$ cat config.mk
export PLATFORM = sky130hd
export DESIGN_NAME = demux14_dispatch_flat
export DESIGN_NICKNAME = d
export VERILOG_FILES = /design/src/rtl/demux14_dispatch_if.sv /design/src/rtl/demux14_dispatch.sv /design/src/flat_wrapper.sv
export SDC_FILE = /design/constraint.sdc
export NUM_CORES = 1
export LEC_CHECK = 0
export BUFFER_PORTS_ARGS = -buffer_cell sky130_fd_sc_hd__buf_4
export CAP_MARGIN = 20
export CORE_ASPECT_RATIO = 1.5
export CORE_MARGIN = 3
export CORE_UTILIZATION = 39
export DETAILED_ROUTE_END_ITERATION = 10
export GPL_TIMING_DRIVEN = 0
export PLACE_DENSITY = 0.68
export SKIP_CTS_REPAIR_TIMING = 1
export SYNTH_ARGS = -nofsm -noshare
export SYNTH_HDL_FRONTEND = slang
export SYNTH_SLANG_ARGS = --single-unit
$ cat constraint.sdc
create_clock -name clk -period 1.39 [get_ports clk]
set_input_delay 0.2085 -clock clk [delete_from_list [all_inputs] [get_ports clk]]
set_output_delay 0.2085 -clock clk [all_outputs]
set_load 0.01 [all_outputs]
$ cat src/rtl/demux14_dispatch_if.sv
// Handshake bundle for the 1-to-4 dispatch block: one input stream and four output channels.
// The master side is the producer and the consumers; the slave side is the dispatcher.
interface demux14_dispatch_if #(
    parameter int W = 4
);
    logic [W-1:0] in_data;
    logic         in_valid;
    logic         in_ready;
    logic [1:0]   select;
    logic [W-1:0] out1;
    logic [W-1:0] out2;
    logic [W-1:0] out3;
    logic [W-1:0] out4;
    logic [3:0]   out_valid;
    logic [3:0]   out_ready;

    modport master (
        output in_data, in_valid, select, out_ready,
        input  in_ready, out1, out2, out3, out4, out_valid
    );

    modport slave (
        input  in_data, in_valid, select, out_ready,
        output in_ready, out1, out2, out3, out4, out_valid
    );
endinterface

$ cat src/rtl/demux14_dispatch.sv
// Registered 1-to-4 demultiplexer with a single-entry holding register per channel.
// Optional per-channel saturating accept counters are built when DEMUX_CNT_EN is defined.
//
// state    | meaning (per channel)
// ---------+--------------------------------------------
// ST_EMPTY | holding register free, out_valid[k]=0
// ST_FULL  | holding register has a word, out_valid[k]=1
module demux14_dispatch #(
    parameter int W = 4
`ifdef DEMUX_CNT_EN
    ,
    parameter int CNT_W = 8
`endif
) (
    input  logic                 clk,
    input  logic                 rst_n,
    demux14_dispatch_if.slave    bus
`ifdef DEMUX_CNT_EN
    ,
    output logic [CNT_W-1:0]     cnt1,
    output logic [CNT_W-1:0]     cnt2,
    output logic [CNT_W-1:0]     cnt3,
    output logic [CNT_W-1:0]     cnt4
`endif
);

    typedef enum logic {
        ST_EMPTY = 1'b0,
        ST_FULL  = 1'b1
    } chan_state_t;

    chan_state_t  r_state [4];
    chan_state_t  w_state_nxt [4];
    logic [W-1:0] r_data [4];
    logic [3:0]   w_valid;
    logic [3:0]   w_load;
    logic         w_in_ready;
    logic         w_accept;

    always_comb begin
        w_valid = 4'b0000;
        for (int k = 0; k < 4; k++) begin
            w_valid[k] = (r_state[k] == ST_FULL);
        end
    end

    // A full channel can still accept when its consumer drains in the same cycle.
    always_comb begin
        w_in_ready = !w_valid[bus.select] | bus.out_ready[bus.select];
        w_accept   = bus.in_valid & w_in_ready;
        w_load     = 4'b0000;
        for (int k = 0; k < 4; k++) begin
            w_state_nxt[k] = r_state[k];
            if (w_accept && (bus.select == 2'(k))) begin
                w_load[k]      = 1'b1;
                w_state_nxt[k] = ST_FULL;
            end else if ((r_state[k] == ST_FULL) && bus.out_ready[k]) begin
                w_state_nxt[k] = ST_EMPTY;
            end
        end
    end

    always_ff @(posedge clk) begin
        if (!rst_n) begin
            for (int k = 0; k < 4; k++) begin
                r_state[k] <= ST_EMPTY;
                r_data[k]  <= '0;
            end
        end else begin
            for (int k = 0; k < 4; k++) begin
                r_state[k] <= w_state_nxt[k];
                if (w_load[k]) begin
                    r_data[k] <= bus.in_data;
                end
            end
        end
    end

    assign bus.in_ready  = w_in_ready;
    assign bus.out_valid = w_valid;
    assign bus.out1      = r_data[0];
    assign bus.out2      = r_data[1];
    assign bus.out3      = r_data[2];
    assign bus.out4      = r_data[3];

`ifdef DEMUX_CNT_EN
    logic [CNT_W-1:0] r_cnt [4];

    always_ff @(posedge clk) begin
        if (!rst_n) begin
            for (int k = 0; k < 4; k++) begin
                r_cnt[k] <= '0;
            end
        end else begin
            for (int k = 0; k < 4; k++) begin
                if (w_load[k] && (r_cnt[k] != {CNT_W{1'b1}})) begin
                    r_cnt[k] <= r_cnt[k] + 1'b1;
                end
            end
        end
    end

    assign cnt1 = r_cnt[0];
    assign cnt2 = r_cnt[1];
    assign cnt3 = r_cnt[2];
    assign cnt4 = r_cnt[3];
`endif

endmodule
$ cat src/flat_wrapper.sv
// flat-port wrapper written by rule: the top's interface ports become plain ports
module demux14_dispatch_flat 
#(
    parameter int W = 4

)
  (clk, rst_n, bus_in_data, bus_in_valid, bus_select, bus_out_ready, bus_in_ready, bus_out1, bus_out2, bus_out3, bus_out4, bus_out_valid);
  demux14_dispatch_if #(.W(W)) bus_i ();
  input  logic clk;
  input  logic rst_n;
  input wire logic [$bits(bus_i.in_data)-1:0] bus_in_data;
  input wire logic [$bits(bus_i.in_valid)-1:0] bus_in_valid;
  input wire logic [$bits(bus_i.select)-1:0] bus_select;
  input wire logic [$bits(bus_i.out_ready)-1:0] bus_out_ready;
  output wire logic [$bits(bus_i.in_ready)-1:0] bus_in_ready;
  output wire logic [$bits(bus_i.out1)-1:0] bus_out1;
  output wire logic [$bits(bus_i.out2)-1:0] bus_out2;
  output wire logic [$bits(bus_i.out3)-1:0] bus_out3;
  output wire logic [$bits(bus_i.out4)-1:0] bus_out4;
  output wire logic [$bits(bus_i.out_valid)-1:0] bus_out_valid;
  assign bus_i.in_data = bus_in_data;
  assign bus_i.in_valid = bus_in_valid;
  assign bus_i.select = bus_select;
  assign bus_i.out_ready = bus_out_ready;
  assign bus_in_ready = bus_i.in_ready;
  assign bus_out1 = bus_i.out1;
  assign bus_out2 = bus_i.out2;
  assign bus_out3 = bus_i.out3;
  assign bus_out4 = bus_i.out4;
  assign bus_out_valid = bus_i.out_valid;
  demux14_dispatch #(.W(W)) u_core (.clk(clk), .rst_n(rst_n), .bus(bus_i));
endmodule
* Word-level counts from Yosys, hierarchy flattened
Memory sizes are Yosys's and may differ from the RTL's. Cells that the tools add are included.
Cells by class: equal/unequal tests 3, bitwise gates (word level) 10, reduce and logical (&&, ||, !) cells 10, magnitude comparators 1, multiplexer cells 38
Operators with widths (count):
- 1-bit two-way mux | 32
- 4-bit two-way mux | 4
- 1-bit bitwise OR | 9
- 1-bit logical AND | 8
- 1-bit binary-select mux with 2-bit select | 2
- 2-bit == test (second input constant) | 2
- 2-bit by 3-bit < comparator with 1-bit output (second input constant) | 1
- 2-bit by 1-bit == test with 1-bit output (second input constant) | 1
- 2-bit zero test | 1
- 1-bit bitwise AND | 1
- 1-bit zero test | 1
Storage, ports and cells: memories kept 2, register bits 0, bits in writable memories 20
Memories:
- u_core.r_data | words 4, width 4, rd ports 4, clocked after memory_dff 0, write ports 4, line demux14_dispatch.sv:34 | logic [W-1:0] r_data [4];
- u_core.r_state | words 4, width 1, rd ports 4, clocked after memory_dff 0, write ports 4, line demux14_dispatch.sv:32 | chan_state_t r_state [4];

* Depth between registers and ports, before layout
word-level depth 11, gate-level depth with buffers 3, mapped depth without buffers 2

* Least setup slack after synthesis
Ideal clock, no wire load.
path kind register -> register, start mem u_core.r_state[0][1] (netlist bit), end mem u_core.r_data[1][0] (enable), required time 1.017 ns, setup time 0.373 ns, period minus slack after synthesis 1.386 ns, setup slack 0.004 ns, data arrival time 1.014 ns, stages on the path, launching flop included 3, cells stage by stage dfxtp_1 and2b_1 o31ai_1
RTL lines (line):
- start: declaration | demux14_dispatch.sv:32
- end: declaration | demux14_dispatch.sv:34

==> out/qor.txt <==
clock power share: 23.8%
fin. max-slew vios: 0
Fin. Hold Viols: 0
Die ar.: 2960 µm²
Setup WS post-layout: -0.157 ns
post-synthesis sequential area ratio: 61.6%
DIE WIDTH: 45.4 µm
fmax: 0.647 GHz
post-synth net total: 82
final worst path period share: 111%
Tot Pwr: 1.11 mW
Initial DRT Pass Iterations: 5
Clock Sinks: 20
Seq cells post-synth: 20
synthesis-to-layout area growth: 34.4%
RSZ-0062 raised after global routing: yes
Vias: 673
DR vias/cell: 5.30
Crit path arrival time: 1.34 ns
WS Path Type: reg -> out
yosys warns: 0
switching share of power: 22.7%
clock tree from TritonCTS: done
largest net degree at the start of global routing: 12
number of DRC markers in iteration 0: 17
number of antenna-violating nets in the routed design: 0
failing checks: setup timing
Mean Syn Cell Area: 13.2 µm²
Mapped Area: 910 µm²
net switching power: 0.253 mW
Final min period: 1.55 ns
Clock transition at path regs: 0.10 ns
die height: 65.2 µm
Worst Tran Pin Value: 0.571 ns
Num CTS Buffers: 3
clk_lat worst skew: 0.29 ns
internal power: 0.861 mW
first-pass GRT wire length: 2860 µm
CP Max Fanout: 3
vias in the first global route: 658
final setup vio count: 1
startpoint types: flip-flop
Routed WL per cell: 13.7 µm
starting density of the core: 42.8%
VDD IR max: 616 µV
P_leak: 0.497 nW
layout cells sized above 1: 49.5%
Post-layout nets: 119
initial antenna violation count: 0
sequential share of power: 61.2%
PortBufs: 32
hold_ws: 0.189 ns
final wirelength: 1740 µm
Worst EP required: 1.18 ns
IO Count: 34
total gr overflow: 0
worst clock skew: 0.000941 ns
Post-Syn Instances: 69
routability cong.: 0.716
Antenna Cells: 0
H-tree lvl count: 1
Final HPWL DP: 1400 µm
max cap viols: 0
relative slew slack: 61.5%
worst min-delay path class: in -> reg
gr usage total: 13.0%
Final Cell Area: 1220 µm²
Core ar.: 2130 µm²
Worst Setup End Kind: output pin
Yosys cell types: 24
Residual DRC: 0
Power Density: 911 nW/µm²
status: finished with violations
combinational power share: 15.0%
dpl ws: -0.0668 ns
DP Area: 1180 µm²
num rows: 20
Max Root-Sink Buffers: 2
CTS root buf: clkbuf_4
[cell usage in the layout, fill, tap and decap left out, types with 2 or more instances in the layout]
cell type	Yosys	routed
buf_4	1	32
edfxtp_1	16	16
nor3_1	12	12
nand3_1	5	5
nand2b_1	4	4
nor4_1	4	4
dfxtp_2	0	4
o31ai_2	1	3
clkbuf_4	0	3
nand2b_4	2	2
buf_2	2	2
nor2b_1	2	2
buf_6	1	2
a21boi_1	2	2
nand3b_1	2	2
[cells in the mapped netlist]
cell type / number / area share (%)
and2b_1: 1 / 0.83
o41ai_2: 1 / 1.8
edfxtp_1: 16 / 53
nand2b_1: 4 / 2.8
nor2b_1: 2 / 1.4
buf_2: 2 / 1.1
nand2b_4: 2 / 3.0
buf_6: 1 / 1.2
a21boi_1: 2 / 1.7
and2b_2: 1 / 0.96
nor3b_1: 1 / 0.83
o31ai_2: 1 / 1.4
o31ai_1: 2 / 1.7
nand3b_1: 2 / 1.7
buf_4: 1 / 0.83
dfxtp_1: 4 / 8.8
mux4_2: 1 / 2.5
a21boi_0: 1 / 0.83
o21a_1: 1 / 0.83
nand3_1: 5 / 2.8
nor3_1: 12 / 6.6
nor4_1: 4 / 2.8
nand2_2: 1 / 0.69
inv_1: 1 / 0.41
[power by group through the flow]
stage / combinational [mW] / clock [mW] / sequential (mW)
CTS: 0.165 / 0.271 / 0.682
finish: 0.167 / 0.265 / 0.682
floorplan: 0.0691 / 0 / 0.710
global route: 0.180 / 0.294 / 0.685
global placement: 0.161 / 0 / 0.694
detailed placement: 0.164 / 0 / 0.695
[worst max-delay path, stage by stage, from the launching register on]
cell and delay [ns]:
dfxtp_2 0.37, nand2b_4 0.06, mux4_2 0.48, buf_6 0.14
[stage by stage]
| step | util (%) | cells | TNS [ns] |
|---|---|---|---|
| detailed placement | 55.4 | 123 | -0.614 |
| finish | 57.5 | 127 | -0.157 |
| CTS | 56.6 | 127 | -0.560 |
| floorplan | - | 69 | 0 |
| global route | 57.5 | 127 | -0.197 |
| global placement | 55.4 | 123 | -0.136 |
[cell type report]
| class | count | area [µm²] |
|---|---|---|
| inverter | 1 | 3.75 |
| timing repair buffer | 32 | 244 |
| tap | 22 | 27.5 |
| clock inverter | 1 | 3.75 |
| buffer | 4 | 28.8 |
| multi-input combinational | 44 | 327 |
| sequential | 20 | 566 |
| clock buffer | 3 | 22.5 |
| fill | 190 | 905 |
[registers in the layout, indices dropped and copies added, names as in the netlist]
signal	flops
u_core.r_data	16
u_core.r_state	4
[per-layer routing]
metal	part of all wire (%)	GRT usage, %
met1	36	14.9
met2	55	22.9
met3	7.5	1.92
met4	1.2	5.49
met5	0	0
[path summary, 6_finish.rpt]
kind,from,to,slack (ns),cells past startpoint
setup / recovery,u_core.r_state[0][3]$_DFF_P_,bus_in_ready,-0.16,3
hold / removal,bus_out_ready[1],u_core.r_state[0][1]$_SDFF_PN0_,0.19,3
setup reg to reg,u_core.r_state[0][0]$_SDFF_PN0_,u_core.r_data[0][0]$_SDFFCE_PN0P_,0.04,2
hold reg to reg,u_core.r_state[0][1]$_SDFF_PN0_,u_core.r_state[0][1]$_SDFF_PN0_,0.49,2
[cell families after synthesis]
group                  count (synthesis)  synth area share [%]
AOI/OAI and AO/OA                      8                  8.12
buffers and inverters                  5                  3.58
DFF                                   20                  61.6
muxes                                  1                  2.48
and+or+nand+nor                       35                  24.2
No activity file was read; power rests on OpenSTA's default activity.
